[src/rtl/thinning_pass_controller.sv]
// Thinning pass sequencer: streams the image into kernelRam, drains results
// back to the image RAM and repeats passes until nothing changes.
module thinning_pass_controller #(
    parameter int N          = 8,
    parameter int bitSize    = 6,
    parameter int pixelWidth = 8,
    parameter int STEP       = 2,
    parameter int MAX_PASSES = 15,
    parameter int CNT_W      = 12
) (
    input  logic                  clk,
    input  logic                  rst,
    input  logic                  start,
    output logic                  busy,
    output logic                  done,
    output logic                  converged,
    output logic [3:0]            pass_count,
    output logic [CNT_W-1:0]      change_count,
    output logic [CNT_W-1:0]      harris_count,
    output logic [bitSize:0]      img_addr,
    input  logic [pixelWidth-1:0] img_rd_data,
    output logic                  img_wr_en,
    output logic [pixelWidth-1:0] img_wr_data,
    output logic                  kr_we,
    output logic [bitSize:0]      kr_addr,
    output logic [pixelWidth-1:0] kr_data,
    input  logic [pixelWidth-1:0] result_pixel,
    input  logic                  result_harris
);

    localparam int AW = bitSize + 1;
    localparam int SW = (STEP > 1) ? $clog2(STEP) : 1;
    localparam logic [AW-1:0] LAST_A = AW'(N * N - 1);
    localparam logic [SW-1:0] LAST_S = SW'(STEP - 1);
    localparam logic [CNT_W-1:0] CNT_MAX = '1;
    localparam logic [4:0] MAX_P = 5'(MAX_PASSES);

    typedef enum logic [2:0] {
        S_IDLE, S_PRIME, S_LOAD, S_GAP, S_DRAIN, S_CHECK, S_DONE
    } state_t;

    state_t                state_q, state_d;
    logic [AW-1:0]         addr_q, addr_d;
    logic [SW-1:0]         sub_q, sub_d;
    logic [pixelWidth-1:0] pix_q, pix_d;
    logic [CNT_W-1:0]      chg_q, chg_d;
    logic [CNT_W-1:0]      har_q, har_d;
    logic [3:0]            pass_q, pass_d;
    logic                  conv_q, conv_d;
    logic                  slot_last;
    logic                  addr_last;
    logic [4:0]            pass_inc;

    assign slot_last = (sub_q == LAST_S);
    assign addr_last = (addr_q == LAST_A);
    assign pass_inc  = {1'b0, pass_q} + 5'd1;

    // Next-state and counter update for the pass sequencer
    always_comb begin
        state_d = state_q;
        addr_d  = addr_q;
        sub_d   = sub_q;
        pix_d   = pix_q;
        chg_d   = chg_q;
        har_d   = har_q;
        pass_d  = pass_q;
        conv_d  = conv_q;
        case (state_q)
            S_IDLE, S_DONE: begin
                if (start) begin
                    state_d = S_PRIME;
                    addr_d  = '0;
                    sub_d   = '0;
                    chg_d   = '0;
                    har_d   = '0;
                    pass_d  = '0;
                    conv_d  = 1'b0;
                end
            end
            S_PRIME: begin
                chg_d   = '0;
                har_d   = '0;
                pix_d   = img_rd_data;
                addr_d  = '0;
                sub_d   = '0;
                state_d = S_LOAD;
            end
            S_LOAD: begin
                sub_d = slot_last ? '0 : sub_q + 1'b1;
                if (slot_last) begin
                    pix_d = img_rd_data;
                    if (addr_last) begin
                        addr_d  = '0;
                        state_d = S_GAP;
                    end else begin
                        addr_d = addr_q + 1'b1;
                    end
                end
            end
            S_GAP: begin
                sub_d = slot_last ? '0 : sub_q + 1'b1;
                if (slot_last) begin
                    addr_d  = '0;
                    state_d = S_DRAIN;
                end
            end
            S_DRAIN: begin
                sub_d = slot_last ? '0 : sub_q + 1'b1;
                if (slot_last) begin
                    if (result_pixel != img_rd_data && chg_q != CNT_MAX)
                        chg_d = chg_q + 1'b1;
                    if (result_harris && har_q != CNT_MAX)
                        har_d = har_q + 1'b1;
                    if (addr_last) begin
                        addr_d  = '0;
                        state_d = S_CHECK;
                    end else begin
                        addr_d = addr_q + 1'b1;
                    end
                end
            end
            S_CHECK: begin
                pass_d = pass_inc[3:0];
                if (chg_q == '0) begin
                    conv_d  = 1'b1;
                    state_d = S_DONE;
                end else if (pass_inc == MAX_P) begin
                    conv_d  = 1'b0;
                    state_d = S_DONE;
                end else begin
                    state_d = S_PRIME;
                end
            end
            default: state_d = S_IDLE;
        endcase
    end

    // State and datapath registers with synchronous reset
    always_ff @(posedge clk) begin
        if (rst) begin
            state_q <= S_IDLE;
            addr_q  <= '0;
            sub_q   <= '0;
            pix_q   <= '0;
            chg_q   <= '0;
            har_q   <= '0;
            pass_q  <= '0;
            conv_q  <= 1'b0;
        end else begin
            state_q <= state_d;
            addr_q  <= addr_d;
            sub_q   <= sub_d;
            pix_q   <= pix_d;
            chg_q   <= chg_d;
            har_q   <= har_d;
            pass_q  <= pass_d;
            conv_q  <= conv_d;
        end
    end

    // Port decode; the write strobe is squashed while reset is asserted
    always_comb begin
        busy         = 1'b0;
        done         = 1'b0;
        img_addr     = '0;
        img_wr_en    = 1'b0;
        img_wr_data  = '0;
        kr_we        = 1'b0;
        kr_addr      = '0;
        kr_data      = '0;
        converged    = conv_q;
        pass_count   = pass_q;
        change_count = chg_q;
        harris_count = har_q;
        case (state_q)
            S_PRIME, S_GAP, S_CHECK: busy = 1'b1;
            S_LOAD: begin
                busy     = 1'b1;
                kr_we    = 1'b1;
                kr_addr  = addr_q;
                kr_data  = pix_q;
                img_addr = addr_last ? '0 : addr_q + 1'b1;
            end
            S_DRAIN: begin
                busy     = 1'b1;
                kr_addr  = addr_q;
                img_addr = addr_q;
                if (slot_last && !rst) begin
                    img_wr_en   = 1'b1;
                    img_wr_data = result_pixel;
                end
            end
            S_DONE: done = 1'b1;
            default: ;
        endcase
    end

endmodule
[config.mk]
export PLATFORM = sky130hd
export DESIGN_NAME = thinning_pass_controller
export DESIGN_NICKNAME = d
export VERILOG_FILES = /design/src/rtl/thinning_pass_controller.sv
export SDC_FILE = /design/constraint.sdc
export NUM_CORES = 1
export LEC_CHECK = 0
export CORE_UTILIZATION = 43
export DETAILED_ROUTE_END_ITERATION = 12
export HOLD_SLACK_MARGIN = 0.12
export PLACE_DENSITY = 0.83
export SLEW_MARGIN = 15
export SYNTH_ARGS = -nofsm -noshare
export SYNTH_HDL_FRONTEND = slang
export SYNTH_SLANG_ARGS = --single-unit
[constraint.sdc]
create_clock -name clk -period 1.5 [get_ports clk]
set_input_delay 0.3 -clock clk [delete_from_list [all_inputs] [get_ports clk]]
set_output_delay 0.3 -clock clk [all_outputs]
set_load 0.02 [all_outputs]
---- Yosys cells after proc, flatten, opt, wreduce, memory -nomap -nowiden ----
Index checks and enable logic that the tools add are counted.
word-level totals
  bits in read-only memories .............. 0
  bits of input ports ..................... 20
  memories ................................ 0
  output and inout port bits .............. 63
  memory bits (writable) .................. 0
  register bits ........................... 48
  logic and storage cells ................. 98
  bits in latches ......................... 0
operators by class
  $add $sub $neg .......................... 5
  order comparisons ....................... 0
  mux-type cells .......................... 41
  reduce and logical (&&, ||, !) cells .... 23
  div/mod/pow operators ................... 0
  equal/unequal tests ..................... 21
  multiply operators ...................... 0
  bitwise logic cells ..................... 0
  shift operators ......................... 0
operators by type and width
  operator                 count
  $pmux W12 S3             2
  $mux W12                 5
  $mux W7                  5
  $mux W8                  4
  $pmux W7 S4              1
  $add A12 B1 Y12 const B  2
  $mux W3                  8
  $ne A12 B12 Y1 const B   2
  $pmux W3 S6              1
  $ne A2 B2 Y1 const B     8
  $pmux W8 S2              1
  $pmux W7 S2              1
  $logic_not A12 Y1        1
  $reduce_and A4 Y1        3
  $eq A3 B3 Y1 const B     3
  $mux W1                  9
  $ne A8 B8 Y1             1
  $pmux W4 S2              1
  $add A7 B1 Y7 const B    1
  $eq A7 B6 Y1 const B     1
  $eq A3 B2 Y1 const B     2
  $reduce_and A2 Y1        3
  $reduce_and A6 Y1        1
  $reduce_bool A3 Y1       2
  other kinds (18)         22

---- Depth between registers and ports, before layout ----
  depth in word-level cells ............... 5
  mapped depth ............................ 8

---- Worst setup path after synthesis ----
Ideal clock, no wire load.
  path type ............................... register to output
  start point ............................. reg state_q[1]
  end point ............................... out img_wr_data[0]
  cell stages (with the launch flop) ...... 7
  arrival time ............................ 1932 ps
  slack ................................... -732 ps
  cells stage by stage .................... dfxtp_1 > buf_4 > buf_2 > nor2_1 > nand2_1 > nor3b_1 > and2_1
on the way
  longest elaborated chain between the ends .. 2
ends and longest elaborated chain
  element                 line  text
  from (decl)             42    state_t state_q, state_d;
  from (signal assigned)  150   state_q <= state_d;
  $eq A3 B3 Y1            175   case (state_q)
  $mux W8                 175
  to (decl)               23    output logic [pixelWidth-1:0] img_wr_data,
Every way passes these cells.

---- Worst setup path in the final report ----
  start point ............................. reg addr_q[0]
  end point ............................... out img_addr[5]
on the way
  longest elaborated chain between the ends .. 3
ends and longest elaborated chain
  element                                               line     text
  from (decl)                                           43       logic [AW-1:0] addr_q, addr_d;
  from (signal assigned)                                151      addr_q <= addr_d;
  $add A7 B1 Y7 / $eq A7 B6 Y1 (equally long branches)  182, 55
  $mux W7 *                                             182      img_addr = addr_last ? '0 : addr_q + 1'b1;
  $pmux W7 S2 *                                         175
  to (decl)                                             20       output logic [bitSize:0] img_addr,
Every way passes the cells marked *; elsewhere a longest branch is shown, timed or not.

==> implementation parameters <==
Parameter                              Value

Logic synthesis
  Post-synth cell types ... slightly below 60
  EDFF count, synth ... 0
  Async SR Flop Fraction ... 0%
  Netlist Area Pre-Place ... 0.002878 mm²
  Share of the yosys chip area belonging to registers ... between 30% and 40%
  Cell count after synthesis ... around 360
  Post-Syn Area per Cell ... 8.061 µm²
  Top FF cell, synth ... dfxtp_1
  Yosys warnings ... 0
  Yosys reg bits ... 48
  Post-synthesis net count ... ~380

Global route
  Overall routing resource usage ... roughly 39%
  Antenna violations before repair ... 0
  Global-route congestion overflow total ... 0
  Vias in the first global route ... between 4k and 5k
  Wire length of the first global-routing pass ... about 21000 µm
  Largest net degree at the start of global routing ... 32

STA
  Fin. Hold Viols ... 0
  Max Clock Skew ... ~4.1 ps
  Final setup violation count ... roughly 80
  Worst Hold Margin ... 528.3 ps
  Peak clock frequency supported by timing ... 0.4701 GHz
  Setup repair after global routing missed its margin ... true
  Tightest Pin Transition ... 488.3 ps
  Portion of the clock cycle consumed by the worst path in the final layout ... 141.8%
  Final critical delay including setup and external delays ... roughly 2100 ps
  Final worst-path setup slack ... -627.0 ps
  Worst slew margin ... just under 70%
  Fin. max-slew vios ... 0

Clock network
  H-tree depth ... 2
  Clock tree buffer depth ... 2
  CTS tree ... yes
  Cell at the root of the clock tree ... clkbuf_8
  Number of buffers added by the clock tree synthesis step ... 5
  Clock Latency Late Sink ... between 300 and 400 ps
  Hold_buf cts ... 0
  Sink Count ... 48
  Clock Pin Slew Worst Setup and Hold Paths ... around 100 ps

Final layout
  Utilization of the core after routing ... between 90% and 100%
  Filler Cell Count ... 210
  Number of antenna repair diodes ... 0
  Final nets ... about 600
  Layout Cell Area excl Fill ... between 0.005 and 0.006 mm²
  Fraction of final layout cells with drive strength greater than 1 ... 59.62%
  Area growth from synthesis to layout ... 107.7%

Placement
  Number of input and output port buffers inserted ... roughly 80
  Total cell area at the placement stage ... around 0.0047 mm²
  Detailed placement HPWL ... between 6000 and 7000 µm
  Setup slack at placement ... -868.4 ps
  Final weighted congestion of routability-driven global placement ... 0.8882

Critical path
  R2r startpoint ... state_q[0]
  Data arrival time of the worst path ... about 1800 ps
  Worst Path Max Fanout ... 2
  Critical path start-end classification ... register to output pin
  Capturing point of the worst reg2reg path ... change_count[7]
  Required time at the worst-slack endpoint ... between 1000 and 1500 ps
  Register-to-Register Path Depth ... 9
  Worst Setup Start Kind ... register
  Reg2reg setup slack ... -510 ps
  Category of the worst setup path capture point ... output pin

Drt
  DRC violation count after routing ... 12
  Drt first-iter violations ... approximately 340
  Per-cell via count in the routed design ... 6.215
  Drt wl/cell ... roughly 24 µm
  First drt pass iteration count ... 9
  Total via count in the routed design ... approximately 4.1k
  Antenna-violating nets left ... 0
  Wirelength, routed ... around 16000 µm

Floorplan
  Placeable core region ... between 0.006 and 0.007 mm²
  Die H ... roughly 84 µm
  Total Die Area ... ~0.007 mm²
  IO Count ... between 80 and 90
  Row count ... 29
  Initial core utilization ... 44.81%
  Floorplan die width ... 83.81 µm

Pwr
  Clk network pwr share ... 25.0%
  Static leakage ... 0.002605 µW
  Flop pwr share ... 40.2%
  Internal portion of total power ... between 2000 and 2500 µW
  Net load switching power ... 1085 µW
  Combinational group share of total power ... about a third
  Power density of the placed cells ... roughly 550 mW/mm²
  Net switching share of the total power ... 33.13%
  Worst voltage drop across the vdd grid ... ~680 µV

Run status
  Violated checks ... DRC, setup timing
  Result of the run ... complete, but fails checks

Hold path
  Worst hold-check path type ... input port to register
  Number of instances on the worst hold path ... 4
  Worst Hold Path EP ... pix_q[5]
  Worst hold path startpoint ... img_rd_data[5]

Job
  Number of violations of the max-capacitance limit ... 0
cells by family (layout without fill, tap and decap cells):
family	Yosys count	count (layout)	synth area share [%]
mux	11	11	4.043
buf+inv	25	249	4.043
simple gates	179	179	33.96
compound gates	60	61	13.44
flops	48	48	33.39
xor+xnor	28	28	8.522
fa+ha+maj	6	6	2.609
metal layers:
layer	GRT usage, %	wire length, µm	vias to the layer above
met5	0	0	-
met4	25.24	1213	0
met3	9.001	1177	120
met2	69.08	8013	321
met1	40.69	5639	1947
li1	-	-	1708
cell usage after synthesis, types with 10 or more instances:
| cell | number | area share [%] |
|---|---|---|
| xor2_1 | 16 | 4.9 |
| nor2_1 | 52 | 6.8 |
| xnor2_1 | 12 | 3.7 |
| and2_1 | 17 | 3.7 |
| nand2_1 | 20 | 2.6 |
| nor3_1 | 10 | 1.7 |
| a21oi_1 | 17 | 3.0 |
| and3_1 | 14 | 3.0 |
| nand3_1 | 13 | 2.3 |
| dfxtp_1 | 48 | 33 |
| o21ai_0 | 15 | 2.6 |
| inv_1 | 10 | 1.3 |
cell type report:
cell class / count / area [µm²] / share of cell area [%]
clock buffer: 7 / 76.32 / 1.277
timing repair buffer: 231 / 2162 / 36.18
sequential: 48 / 1012 / 16.94
clock inverter: 1 / 5.005 / 0.08375
inverter: 10 / 42.54 / 0.7119
tap: 77 / 96.34 / 1.612
multi-input combinational: 285 / 2581 / 43.20
how the worst max path moves through the flow:
stage | start | endpoint | depth (start not counted)
floorplan | state_q[1] | img_wr_data[0] | 6
global placement | img_rd_data[2] | change_count[9] | 10
detailed placement | img_rd_data[7] | change_count[1] | 9
CTS | addr_q[1] | img_addr[0] | 7
global route | addr_q[0] | img_addr[5] | 6
finish | addr_q[0] | img_addr[5] | 6
registers in the layout (all words and copies together) (netlist names):
register,flops
addr_q,7
converged,1
pix_q,8
change_count,12
slot_last,1
pass_count,4
state_q,3
harris_count,12
worst max-delay path, cell delays in order (launching register included):
cell and delay [ps]:
dfxtp_4 370, buf_4 120, nand3_2 90, or3_1 410, a21oi_2 260, a22o_4 150
buf_6 100
power by group through the flow:
stage	logic (µW)	registers (µW)	clock network (µW)
finish	1140	1320	819
global route	1170	1320	868
CTS	839	1310	779
detailed placement	627	1340	0
global placement	609	1340	0
floorplan	328	1330	0
cell usage in the layout (no fill, tap or decap), types with 5 or more instances in the layout:
cell	n
buf_4	98
buf_6	79
nor2_1	44
dlygate4sd2_1	37
dfxtp_1	27
and2_4	17
xor2_1	14
dfxtp_2	11
nand2_2	10
xnor2_1	10
dfxtp_4	10
clkdlybuf4s50_1	10
and3_4	9
mux2i_1	9
nor2_4	8
o21ai_4	8
nand2_1	7
a21oi_2	7
a21oi_1	7
inv_1	7
nand3_1	7
nand4_1	7
nand3b_1	6
o21ai_2	5
nand3_2	5
and3_1	5
clkbuf_8	5
per-stage QoR:
| stage | std cells | total power (µW) | setup TNS (ps) |
|---|---|---|---|
| floorplan | 357 | 1658 | -3769 |
| global placement | 602 | 1950 | -39430 |
| detailed placement | 602 | 1970 | -42810 |
| CTS | 637 | 2932 | -18800 |
| global route | 659 | 3355 | -34320 |
| finish | 659 | 3274 | -30360 |
timing repair:
| item | CTS | global route |
|---|---|---|
| pin swaps | 67 | 53 |
| endpoints found under the setup margin | 111 | 82 |
| cloned | 2 | 0 |
| resized for setup | 357 | 82 |
| setup buffers | 31 | 31 |
Note: power is estimated with default switching activity, not from simulation.
